**src/rtl/mem_read_fsm.sv**
```systemverilog
// Read-side sequencer for the ToF sample BRAM: walks port B from address 0 to DEPTH-1
// on a start rise and streams each word out over valid/ready, pulsing done per pass.
module mem_read_fsm #(
  parameter int ADDR_W = 6,
  parameter int DATA_W = 16,
  parameter int DEPTH  = 63,
  parameter int RD_LAT = 2
) (
  input  logic              clk,
  input  logic              reset,
  input  logic              start,
  output logic [ADDR_W-1:0] addrb,
  output logic              enb,
  input  logic [DATA_W-1:0] doutb,
  output logic [DATA_W-1:0] m_data,
  output logic              m_valid,
  input  logic              m_ready,
  output logic              m_last,
  output logic              busy,
  output logic              done
);

  typedef enum logic [2:0] {
    ST_IDLE,
    ST_ISSUE,
    ST_WAIT,
    ST_PRESENT,
    ST_DONE
  } state_t;

  localparam logic [ADDR_W-1:0] LAST_ADDR = ADDR_W'(DEPTH - 1);
  localparam logic [3:0]        LAT_INIT  = 4'(RD_LAT - 1);

  state_t              state, state_nxt;
  logic [ADDR_W-1:0]   addr, addr_nxt;
  logic [3:0]          lat_cnt, lat_nxt;
  logic [DATA_W-1:0]   data_nxt;
  logic                start_q;
  logic                start_rise;
  logic                is_last;

  assign start_rise = start & ~start_q;
  assign is_last    = (addr == LAST_ADDR);
  assign addrb      = addr;

  // start_q resets high so a start level held through reset cannot look like a rise.
  always_ff @(posedge clk) begin
    if (reset) begin
      state   <= ST_IDLE;
      addr    <= '0;
      lat_cnt <= '0;
      m_data  <= '0;
      start_q <= 1'b1;
    end else begin
      state   <= state_nxt;
      addr    <= addr_nxt;
      lat_cnt <= lat_nxt;
      m_data  <= data_nxt;
      start_q <= start;
    end
  end

  always_comb begin
    state_nxt = state;
    addr_nxt  = addr;
    lat_nxt   = lat_cnt;
    data_nxt  = m_data;
    enb       = 1'b0;
    m_valid   = 1'b0;
    m_last    = 1'b0;
    done      = 1'b0;
    busy      = (state != ST_IDLE);
    case (state)
      ST_IDLE: begin
        addr_nxt = '0;
        if (start_rise) state_nxt = ST_ISSUE;
      end
      ST_ISSUE: begin
        enb       = 1'b1;
        lat_nxt   = LAT_INIT;
        state_nxt = ST_WAIT;
      end
      ST_WAIT: begin
        if (lat_cnt != '0) begin
          lat_nxt = lat_cnt - 4'd1;
        end else begin
          data_nxt  = doutb;
          state_nxt = ST_PRESENT;
        end
      end
      ST_PRESENT: begin
        m_valid = 1'b1;
        m_last  = is_last;
        if (m_ready) begin
          if (is_last) begin
            state_nxt = ST_DONE;
          end else begin
            addr_nxt  = addr + ADDR_W'(1);
            state_nxt = ST_ISSUE;
          end
        end
      end
      ST_DONE: begin
        done      = 1'b1;
        addr_nxt  = '0;
        state_nxt = ST_IDLE;
      end
      default: state_nxt = ST_IDLE;
    endcase
  end

endmodule

```
**config.mk**
```make
export PLATFORM = sky130hd
export DESIGN_NAME = mem_read_fsm
export DESIGN_NICKNAME = d
export VERILOG_FILES = /design/src/rtl/mem_read_fsm.sv
export SDC_FILE = /design/constraint.sdc
export NUM_CORES = 1
export LEC_CHECK = 0
export BUFFER_PORTS_ARGS = -buffer_cell sky130_fd_sc_hd__buf_2
export CORE_MARGIN = 1
export CORE_UTILIZATION = 50
export CTS_CLUSTER_DIAMETER = 60
export DETAILED_ROUTE_END_ITERATION = 8
export GPL_ROUTABILITY_DRIVEN = 1
export PLACE_DENSITY = 0.89
export SYNTH_ARGS = -nofsm -noshare
export SYNTH_HDL_FRONTEND = slang
export SYNTH_SLANG_ARGS = --single-unit
```
**constraint.sdc**
```tcl
create_clock -name clk -period 3.04 [get_ports clk]
set_clock_uncertainty 0.05 [all_clocks]
set_input_delay 0.456 -clock clk [delete_from_list [all_inputs] [get_ports clk]]
set_output_delay 0.456 -clock clk [all_outputs]
set_load 0.1 [all_outputs]
```
==> out/metrics.cfg <==
[floorplan]
die-area_mm2 = 0.00291
ios = 47
initial_core_util_pct = 53.6
fp.dieH_um = 54.0
die_x_um = 54.0
core_area_mm2 = 0.00252
rows = 18

[synthesis]
ys.warnings.count = 0
yosysTopAreaCellShare_pct = 44.4
ys_top_cells_by_area = dfxtp_1, mux2i_1, nor2_1
synth_top_cell_by_area = dfxtp_1
syn_area_mm2 = 0.00135
yosysSeqAreaShare_pct = 44.4
synth_edf_count = 0
synthFlopType = dfxtp_1
synth-async-reset-ratio_pct = 0
syn_area_per_cell_um2 = 9.26
synth.distinct_cells = 41
syn_nets = 170
synth-seq-cells = 30
syn_inst = 146

[flow_run]
maxCapViolCount = 0

[finish]
seq_area_um2 = 601
syn_to_final_growth_pct = 22.9
final_common_cell = buf_2
fillers = 219
drive_above_1_share_pct = 32.3
multiInputGateArea_um2 = 702
fin_util_pct = 65.8
antennaDiodeCount = 0
final_cell_mix = buf_2, dfxtp_1, nor2_1
nets = 218

[hold_path]
hp-start = start
hp-class = primary input to register
hold_end = start_q$_SDFF_PP1_
hold_depth = 3

[global_routing]
gr-usage-met2_pct = 38.5
grt_max_degree = 27
antenna_found_initial = 0
busiest_layer = met2
grt_pass1_vias = 1068
grt_overflow = 0
gr-usage-all-layers_pct = 23.1
grt_first_pass_wirelength_mm = 4.64
met1_usage_pct = 25.8
grtUsageMet3_pct = 5.93

[clock_network]
htreeDepth = 2
clk_latency_ps = 340
numClockSinks = 30
hold_buffers = 0
cts_tree = built
path_clk_slew_ps = 100
cts_setup_buffers = 0
cts_buffer_depth = 2
numCtsBuffers = 5
clock-root-buffer = clkbuf_4
cts_resized = 0

[worst_setup_path]
r2r_slack_ps = 840
worstPathArrival_ps = 1890
critPathLaunchType = register
critPathCaptureType = primary output
r2r_cells = 4
r2r-end = m_data[7]$_SDFFE_PP0P_
r2r-start = state[1]$_SDFFE_PP0P_
worst-setup-path-type = register to primary output
cp.required_ps = 2530
cp_max_fo = 7

[placed_design]
io_buffer_count = 46
dp_hpwl_mm = 2.24
gp_congestion = 0.880
place_ws_ps = 843

[timing]
final_hold_viol_count = 0
finalWorstSetupSlack_ps = 643
relSlewSlack_pct = 36.2
setup_viol = 0
tns_ps = 0
rsz0062_at_grt = false
final.period_utilization_pct = 78.9
fmax_ghz = 0.417
slew_violations = 0
fin_crit_ps = 2400
tightest_slew_ps = 955

[power]
leakagePower_nw = 0.871
powerDensity_mw_per_mm2 = 695
peakVddDrop_mv = 0.563

[route]
drt.antenna.violating_nets = 0
wl_per_cell_um = 13.8
drc = 0
firstDrtPassIters = 4
vias_per_cell = 5.56
via_count = 1252
drt_iter0_markers = 15
drt-total-wl_mm = 3.10

[outcome]
status = finished clean

[cell type report]
class	instances	share of cell area [%]
Clock inverter	2	0.754
Multi-Input combinational cell	104	42.3
Tap cell	30	2.26
Timing Repair Buffer	46	13.9
Sequential cell	30	36.2
Clock buffer	6	3.09
Inverter	7	1.58
[sequential cells by signal (all words and copies together), names as in the netlist]
signal	flops
m_data	16
addrb	6
lat_cnt	4
start_q	1
state	3
[Yosys cell counts, types with 2 or more instances]
cell type,instances
clkbuf_1,3
nor3_1,4
o41ai_1,2
inv_1,7
nand3_1,7
o21ai_0,4
ha_1,4
mux2i_1,17
nor2_1,25
a21oi_1,4
xor2_1,2
nand2_1,8
dfxtp_1,30
o311ai_1,2
[metrics by stage]
| step | instances | total power, mW | hold slack, ps | area [um2] |
|---|---|---|---|---|
| floorplan | 146 | 0.826 | 450 | 1360 |
| global placement | 217 | 0.886 | 419 | 1600 |
| detailed placement | 217 | 0.903 | 431 | 1600 |
| CTS | 225 | 1.16 | 231 | 1660 |
| global route | 225 | 1.20 | 266 | 1660 |
| finish | 225 | 1.15 | 243 | 1660 |
[worst max path at each step]
stage                                from                      to  slack (ps)  depth (start not counted)
floorplan           addrb[0]$_SDFFE_PP0P_   addrb[3]$_SDFFE_PP0P_         280                          7
global placement    state[1]$_SDFFE_PP0P_  m_data[9]$_SDFFE_PP0P_        1020                          4
detailed placement  state[1]$_SDFFE_PP0P_  m_data[7]$_SDFFE_PP0P_         840                          4
CTS                 addrb[0]$_SDFFE_PP0P_                  m_last         650                          5
global route        addrb[0]$_SDFFE_PP0P_                  m_last         560                          5
finish              addrb[0]$_SDFFE_PP0P_                  m_last         640                          5
[power breakdown]
group / switching [mW] / internal, mW / total (mW)
registers: 0.0262 / 0.427 / 0.453
logic: 0.334 / 0.108 / 0.442
clock network: 0.147 / 0.111 / 0.258
total: 0.507 / 0.646 / 1.15
[layer usage]
layer	wire, um	share of wire [%]
met4	83	2.7
met5	0	0
met1	1340	43
met2	1500	48
met3	176	5.7
[cell families (layout without fill, tap and decap cells)]
kind of cell | after synthesis | after routing | synth area share [%]
compound gates | 21 | 21 | 10.7
xor+xnor | 2 | 2 | 1.30
fa+ha+maj | 4 | 4 | 3.70
buf+inv | 12 | 61 | 3.98
flops | 30 | 30 | 44.4
mux | 17 | 17 | 12.6
simple gates | 60 | 60 | 23.3
[worst max-delay path: stages (launching register included)]
cell,delay (ps)
dfxtp_1,370
inv_1,110
ha_1,170
and3_1,190
and4_4,280
buf_2,430
No activity file was read; power rests on OpenSTA's default activity.
